## src/rtl/shift_add_multiplier.sv

```systemverilog
// Iterative unsigned WIDTH x WIDTH multiplier: one conditional add and one
// right shift of the {hi, lo} pair per clock, with a start/busy/done handshake.
module shift_add_multiplier #(
  parameter int WIDTH = 32
) (
  input  logic                 clk,
  input  logic                 rst,
  input  logic                 start,
  input  logic [WIDTH-1:0]     a,
  input  logic [WIDTH-1:0]     b,
  output logic                 busy,
  output logic                 done,
  output logic [2*WIDTH-1:0]   product
);

  localparam int CW = $clog2(WIDTH + 1);

  typedef enum logic [1:0] {IDLE, RUN, DONE} state_e;

  state_e           state_q;
  logic [WIDTH-1:0] mcand_q, hi_q, lo_q;
  logic [CW-1:0]    count_q;
  logic             busy_q, done_q;
  logic [WIDTH:0]   sum_d;

  // WIDTH+1-bit sum so the carry can be shifted into hi[MSB]
  always_comb begin
    sum_d = {1'b0, hi_q};
    if (lo_q[0]) sum_d = {1'b0, hi_q} + {1'b0, mcand_q};
  end

  always_ff @(posedge clk) begin
    if (rst) begin
      state_q <= IDLE;
      mcand_q <= '0;
      hi_q    <= '0;
      lo_q    <= '0;
      count_q <= '0;
      busy_q  <= 1'b0;
      done_q  <= 1'b0;
    end else begin
      unique case (state_q)
        IDLE: begin
          if (start) begin
            mcand_q <= a;
            hi_q    <= '0;
            lo_q    <= b;
            count_q <= '0;
            busy_q  <= 1'b1;
            state_q <= RUN;
          end
        end
        RUN: begin
          {hi_q, lo_q} <= {sum_d, lo_q[WIDTH-1:1]};
          count_q      <= count_q + 1'b1;
          if (count_q == CW'(WIDTH - 1)) begin
            done_q  <= 1'b1;
            state_q <= DONE;
          end
        end
        DONE: begin
          busy_q  <= 1'b0;
          done_q  <= 1'b0;
          state_q <= IDLE;
        end
        default: state_q <= IDLE;
      endcase
    end
  end

  assign busy    = busy_q;
  assign done    = done_q;
  assign product = {hi_q, lo_q};

endmodule

```

## config.mk

```make
export PLATFORM = sky130hd
export DESIGN_NAME = shift_add_multiplier
export DESIGN_NICKNAME = d
export VERILOG_FILES = /design/src/rtl/shift_add_multiplier.sv
export SDC_FILE = /design/constraint.sdc
export NUM_CORES = 1
export LEC_CHECK = 0
export ABC_AREA = 1
export ABC_CLOCK_PERIOD_IN_PS = 2140
export CAP_MARGIN = 40
export CORE_MARGIN = 1.5
export CORE_UTILIZATION = 65
export DETAILED_ROUTE_END_ITERATION = 16
export DONT_BUFFER_PORTS = 1
export PLACE_DENSITY = 0.81
export SLEW_MARGIN = 20
export SYNTH_ARGS = -nofsm -noshare
export SYNTH_HDL_FRONTEND = slang
export SYNTH_SLANG_ARGS = --single-unit
export TNS_END_PERCENT = 50
```

## constraint.sdc

```tcl
create_clock -name clk -period 2.14 [get_ports clk]
set_input_delay 0.321 -clock clk [delete_from_list [all_inputs] [get_ports clk]]
set_output_delay 0.321 -clock clk [all_outputs]
set_load 0.005 [all_outputs]
```

Yosys cells after proc, flatten, opt, wreduce, memory -nomap -nowiden
Index checks and enable logic that the tools add are counted.

Register bits after elaboration: 106. Input bits: 67. Output and inout bits: 66. Logic and storage cells: 37.

Add/subtract/negate cells: 2. Equal/unequal tests: 5. Muxes and demuxes: 14. Reductions and logical operators: 9.

Operators with widths (count): 32-bit one-hot mux with 2 select lines (2); 32-bit two-way mux (2); 32-bit by 32-bit adder with 33-bit output (1); 33-bit two-way mux (1); 6-bit one-hot mux with 2 select lines (1); 2-bit AND reduction (5); 6-bit by 1-bit adder with 6-bit output (second input constant) (1); 6-bit by 5-bit equality test with 1-bit output (second input constant) (1); 6-bit two-way mux (1); 2-bit nonzero test (3); 2-bit two-way mux (2); 2-bit inequality test (second input constant) (2); 1-bit one-hot mux with 2 select lines (2); 2-bit one-hot mux with 2 select lines (1); 2-bit by 1-bit equality test with 1-bit output (second input constant) (1); 2-bit equality test (second input constant) (1); 2-bit logical NOT (1); 1-bit two-way mux (2).

Longest topological paths before layout
Gate-level depths: netlist of run 1.

Depth after elaboration: 3. Mapped depth: 13. Gate-level depth less buffers: 13.

Least setup slack after synthesis of run 1
No wires, ideal clock.

Path type: reg2reg. Start point: register hi_q[0]. End point: register hi_q[27]. Setup time: 0.122 ns. Data arrival time: 1.746 ns. Data required time: 2.018 ns. Slack: 0.272 ns. Cell stages (with the launch flop): 13. Buffers on the path: 0. Clock period less this slack: 1.868 ns. Cell sequence: dfxtp_1 ha_1 fa_1 nand3_1 nand3_1 nand3_1 nand3b_2 nand2_1 nand2_1 nand2_1 nand3_1 nand2_1 a21oi_1.

Longest elaborated chain between the ends: 3.

RTL lines: from (decl) (RTL line 21) `logic [WIDTH-1:0] mcand_q, hi_q, lo_q;`; from (signal assigned) (RTL line 54) `{hi_q, lo_q} <= {sum_d, lo_q[WIDTH-1:1]};`; 32-bit by 32-bit adder with 33-bit output (RTL line 29) `if (lo_q[0]) sum_d = {1'b0, hi_q} + {1'b0, mcand_q};`; 33-bit two-way mux (RTL line 29); 32-bit one-hot mux with 2 select lines (RTL line 42) `unique case (state_q)`.

No other way between the ends. A chain may end at the register's enable or synchronous reset.

Final worst setup path of run 1
Start point: register hi_q[0]. End point: register hi_q[25].

Same word-level chain as after synthesis.

==> flow_summary.ini, run 1 <==
[sta]
setup_viol = 0
slew_headroom_pct = 68.8
finalClockSkew_ps = 15.1
min_period_ps = 2010
post-route-period-util_pct = 93.9
hold_violations = 0
finalMaxSlewViolations = 0
fin_tns_setup_ps = 0
rsz0062_at_grt = no
max_freq_mhz = 498
worst_pin_slew_ps = 467

[yosys]
async_flop_share_pct = 0
syn_avg_cell_area_sq_um = 6.39
synth_area_sq_um = 6750
synthSimpleGateAreaFrac_pct = 31.6
synth_fp_nets = 1158
synthAdderAreaFrac_pct = 6.41
synth-edff-count = 0
synth_top_family_by_area = simple AND/OR/NAND/NOR gates
synth_xor_area_share_pct = 1.56
syn_inst = 1057
synth.yosys.seq_area_share_pct = 31.4
synth-seq-cells = 106
synthDistinctLibCells = 39
synth_compound_area_share_pct = 16.7
synth.area.mux_share_pct = 0
synth_ff_type = dfxtp_1
yosysWarnings = 0

[global_route]
use_met1_pct = 40.0
met3_usage_pct = 7.17
antenna_found_initial = 0
grt_start_max_net_pins = 40
busiest_layer = met2
grt_use_met2_pct = 54.0
grt_pass1_vias = 5987
grt_pass1_wl_um = 28600
grt.overflow.total = 0
grt_use_total_pct = 31.9

[cts]
clk_pin_slew_ps = 120
cts_tree = done
clock_path_buffers = 2
ctsRootBufferMaster = clkbuf_8
clock_sinks = 106
clk-insertion-delay-late_ps = 390
numCtsBuffers = 9
htreeDepth = 3

[floorplanning]
die_h_um = 105
core-area_sq_um = 10200
rows = 37
initial_core_util_pct = 66.3
boundaryPins = 133
die_width_um = 105
die_area_sq_um = 11000

[finish]
areaGrowthSynthToFinish_pct = 6.82
ff_latch_area_sq_um = 2120
multi_input_area_sq_um = 3870
drive_above_1_share_pct = 10.5
fill_cells = 929
layout_common_cells = nand2_1 (274), inv_1 (163), nor2_1 (139)
final_common_cell = nand2_1
nets = 1152
num_antenna_cells = 0

[setup_path]
path_max_fanout = 4
crit_chain = ha_1 > fa_2 > buf_4 > nand3_1 > nand3b_1 > nand2_1 > nand2_1 > nand2_1 > nand3_1 > nand2_1 > a21oi_2
slowest_delay_ps = 370
cp-startpoint = hi_q[0]
reg2reg_depth = 11
crit_arrival_ps = 2290
r2r_slack_ps = 130
slowest_stage = fa_2
r2r_start = hi_q[0]
crit_type = flip-flop to flip-flop
critPathLaunchType = flip-flop
crit_required_ps = 2420
crit_path_frequent_cell = nand2_1
crit_path_end_kind = flip-flop
r2r-end = hi_q[25]

[hold_path]
min_to = mcand_q[25]
hold_depth = 2
hp-start = a[25]
hp-class = primary input to flip-flop

[power_and_ir_drop]
finalPower_uw = 4460
p_per_area_nw_per_um2 = 619
peakVddDrop_v = 0.000630
leakage_uw = 0.00338

[detailed_routing]
drt_first_iter_violations = 397
via_per_inst = 5.43
dr.pass1.iters = 5
routed_wl_um = 17500
drt.antenna.violating_nets = 0
vias = 6473
drc = 0
wl_per_cell_um = 14.7

[run_status]
status = finished clean

[place]
place_congestion = 0.987
numPortBuffers = 0
hpwl_um = 12900

[job]
maxCapViolations = 0
[state kept, by name (all words and copies together), names as in the netlist]
name / cells
busy: 1
count_q: 6
done: 1
hi_q: 32
lo_q: 32
mcand_q: 32
state_q: 2
[final cells by class]
type	count	share of cell area (%)
clock inverter	7	1.30
timing repair buffer	23	2.57
multi-input combinational	741	53.7
inverter	170	8.85
clock buffer	9	1.72
tap	136	2.36
sequential	106	29.5
[synthesized netlist by cell type (all sizes together), types with 2 or more instances]
master  number  area share (%)
a21oi       92             7.2
a221oi       3            0.39
a31o         2            0.26
and2         3            0.28
buf         11            0.95
clkbuf      28             1.7
dfxtp      106              31
ha          33             6.1
inv        170             9.5
nand2      292              17
nand3       45             3.6
nand3b       3            0.39
nor2       156             9.5
nor3         7            0.89
o211ai       8            0.89
o21ai       47             3.5
o221ai      31             4.0
xnor2        7            0.91
xor2         5            0.65
[what timing repair did]
| item | 4_1_cts | 5_1_grt |
|---|---|---|
| gates resized for setup | 0 | 18 |
| buffers inserted | 0 | 0 |
| endpoints found under the hold margin | 39 | 0 |
| setup endpoints to repair | 0 | 15 |
| hold buffers | 1 | 0 |
[how the worst max path moves through the flow]
stage | cells past startpoint | slack [ps] | to
2_1_floorplan | 12 | 270 | hi_q[27]
3_3_place_gp | 9 | 150 | hi_q[17]
3_5_place_dp | 12 | 160 | hi_q[27]
4_1_cts | 12 | 90 | hi_q[27]
5_1_grt | 13 | 4 | hi_q[27]
6_report | 11 | 130 | hi_q[25]
[worst max-delay path, delay by kind of cell (launching register included)]
kind | cells | cell delay (ps)
AOI/OAI and AO/OA | 1 | 40
adders and majority gates | 2 | 630
buffers and inverters | 1 | 160
DFF | 1 | 360
and+or+nand+nor | 7 | 720
[per-stage QoR]
step	cells	util (%)	hold WS, ps	area (sq um)	worst slack (ps)
after floorplan	1057	-	397	6750	272
after global placement	1175	67.8	391	6900	150
after detailed placement	1175	67.8	391	6900	161
after CTS	1192	70.1	53.0	7140	85.6
after global routing	1192	70.8	47.0	7210	3.60
final	1192	70.8	60.7	7210	131
[cells by family after synthesis]
| family | count (synthesis) |
|---|---|
| DFF | 106 |
| and+or+nand+nor | 508 |
| buffers and inverters | 210 |
| AOI/OAI and AO/OA | 187 |
| adders and majority gates | 34 |
| xor gates and xnor gates | 12 |
[routing by layer]
layer / share of wire [%] / wire (um) / up-vias
met1: 43 / 7540 / 2874
met4: 1.9 / 341 / 0
met5: 0 / 0 / -
met3: 7.2 / 1270 / 29
li1: - / - / 3340
met2: 48 / 8360 / 230
[where the power goes]
part | switching [uW] | internal (uW) | leakage, uW
clock network | 791 | 574 | 0.000107
registers | 141 | 2120 | 0.000872
logic | 538 | 302 | 0.00240
No activity file was read; power rests on OpenSTA's default activity.
==> run 2, diff against run 1 <==
--- a/config.mk
+++ b/config.mk
@@ -13,7 +13,7 @@
 export DETAILED_ROUTE_END_ITERATION = 16
 export DONT_BUFFER_PORTS = 1
 export PLACE_DENSITY = 0.81
-export SLEW_MARGIN = 20
+export SLEW_MARGIN = 10
 export SYNTH_ARGS = -nofsm -noshare
 export SYNTH_HDL_FRONTEND = slang
 export SYNTH_SLANG_ARGS = --single-unit
==> results of run 2 <==
No change in the layout: final DEF, timing and power equal those of run 1.
==> run 3, diff against run 2 <==
--- a/config.mk
+++ b/config.mk
@@ -8,11 +8,11 @@
 export ABC_AREA = 1
 export ABC_CLOCK_PERIOD_IN_PS = 2140
 export CAP_MARGIN = 40
-export CORE_MARGIN = 1.5
+export CORE_MARGIN = 5
 export CORE_UTILIZATION = 65
 export DETAILED_ROUTE_END_ITERATION = 16
 export DONT_BUFFER_PORTS = 1
-export PLACE_DENSITY = 0.81
+export PLACE_DENSITY = 0.78
 export SLEW_MARGIN = 10
 export SYNTH_ARGS = -nofsm -noshare
 export SYNTH_HDL_FRONTEND = slang
==> run 3 against run 2 <==
Compared with the run above:
- register-to-register slack lost 20 ps
- sequential power is essentially flat
- global-route usage shrank 3.5 points
- via count is essentially flat
- critical path depth grew 2
- die area grew 14%
- count of clock-buffer cells in the layout is the same
- sequential share of layout area grew 0.14 points
- clock power shrank 8%
- clock skew shrank 3.8 ps
- largest cell class unchanged
==> flow_summary.ini, run 3 (same netlist as run 1, synthesis figures left out) <==
[global_route]
grt_pass1_vias = 6316
grt.overflow.total = 0
grt_start_max_net_pins = 45
antenna_found_initial = 0
grt_use_total_pct = 28.4
grt_pass1_wl_um = 29900

[detailed_routing]
drc = 0
routed_wl_um = 17900
top_layer = met4
wl_met2_um = 8390
via_per_inst = 5.43
drt.antenna.violating_nets = 0
wl_met1_um = 7610
wl_per_cell_um = 15.0
dr.pass1.iters = 6
vias = 6478
met3_length_um = 1400
drt_first_iter_violations = 457

[power_and_ir_drop]
p_per_area_nw_per_um2 = 606
finalPower_uw = 4350
leakage_uw = 0.00341
peakVddDrop_v = 0.000514

[cts]
cts_tree = done
ctsRootBufferMaster = clkbuf_8
numCtsBuffers = 9
clock_path_buffers = 2
clock_sinks = 106
clk_pin_slew_ps = 120
htreeDepth = 3
clk-insertion-delay-late_ps = 390

[sta]
post-route-period-util_pct = 94.8
worst_slack_ps = 111
max_freq_mhz = 493
finalMaxSlewViolations = 0
slew_headroom_pct = 70.4
worst_pin_slew_ps = 444
hold_ws_ps = 60.8
hold_violations = 0
min_period_ps = 2030
setup_viol = 0
finalClockSkew_ps = 11.4

[floorplanning]
die_width_um = 112
rows = 37
initial_core_util_pct = 66.0
die_area_sq_um = 12500
die_h_um = 112
core-area_sq_um = 10200
boundaryPins = 133

[finish]
final_common_cell = nand2_1
final_util_pct = 70.1
areaGrowthSynthToFinish_pct = 6.30
layout_common_cells = nand2_1 (276), inv_1 (163), nor2_1 (139)
post-route-cell-area_sq_um = 7180
top_regs = hi_q x32, lo_q x32, mcand_q x32
num_antenna_cells = 0
nets = 1153
drive_above_1_share_pct = 9.56

[setup_path]
slowest_delay_ps = 420
crit_type = flip-flop to flip-flop
critPathLaunchType = flip-flop
slowest_stage = fa_2
crit_required_ps = 2430
crit_path_frequent_cell = nand2_1
crit_arrival_ps = 2310
crit_chain = ha_1 > fa_2 > buf_4 > nand2_1 > nand3_2 > nand2_1 > nand2_2 > nand2_1 > nand2_1 > nand2_1 > nand3_1 > nand2_1 > a21oi_2
cp_num_buf_inv = 1
critical_path.top_delay_family = simple AND/OR/NAND/NOR gates
path_max_fanout = 3
crit_path_end_kind = flip-flop

[place]
place_congestion = 1.00
dpl_cell_area_sq_um = 6920
hpwl_um = 13200
numPortBuffers = 0
post-place-ws_ps = 95.5

[hold_path]
hp-class = primary input to flip-flop

[run_status]
status = finished clean

[job]
maxCapViolations = 0
run 3: through the flow:
stage	instances	setup TNS, ps
after floorplan	1057	0
after global placement	1173	0
after detailed placement	1173	0
after CTS	1191	0
after global routing	1193	-88.8
final	1193	0
run 3: final timing paths:
kind                                  from  depth (start not counted)  slack [ps]           to
worst max-delay path               hi_q[0]                         13         110     hi_q[29]
worst min-delay path                 a[10]                          2          60  mcand_q[10]
worst max register to register     hi_q[0]                         13         110     hi_q[29]
worst min register to register  count_q[5]                          1         490   count_q[5]
run 3: layout make-up:
type	instances	area (sq um)
Inverter	170	638
Fill cell	951	3060
Multi-Input combinational cell	741	3820
Sequential cell	106	2120
Clock buffer	9	124
Timing Repair Buffer	24	233
Tap cell	136	170
Clock inverter	7	68.8
run 3: report_power, final:
group / switching, uW / total (uW) / internal (uW)
combinational: 534 / 836 / 302
sequential: 140 / 2260 / 2120
clock: 793 / 1260 / 463
total: 1470 / 4350 / 2880
run 3: repair_timing:
action,CTS,global route
setup endpoints to repair,0,6
buffers inserted,0,2
hold buffers,2,0
resized for setup,0,5
endpoints found under the hold margin,38,0
run 3: metal layers:
metal | vias up | global-route usage, %
met5 | - | 0
met4 | 0 | 10.7
met3 | 39 | 6.14
met2 | 240 | 47.5
met1 | 2855 | 35.8
li1 | 3344 | -
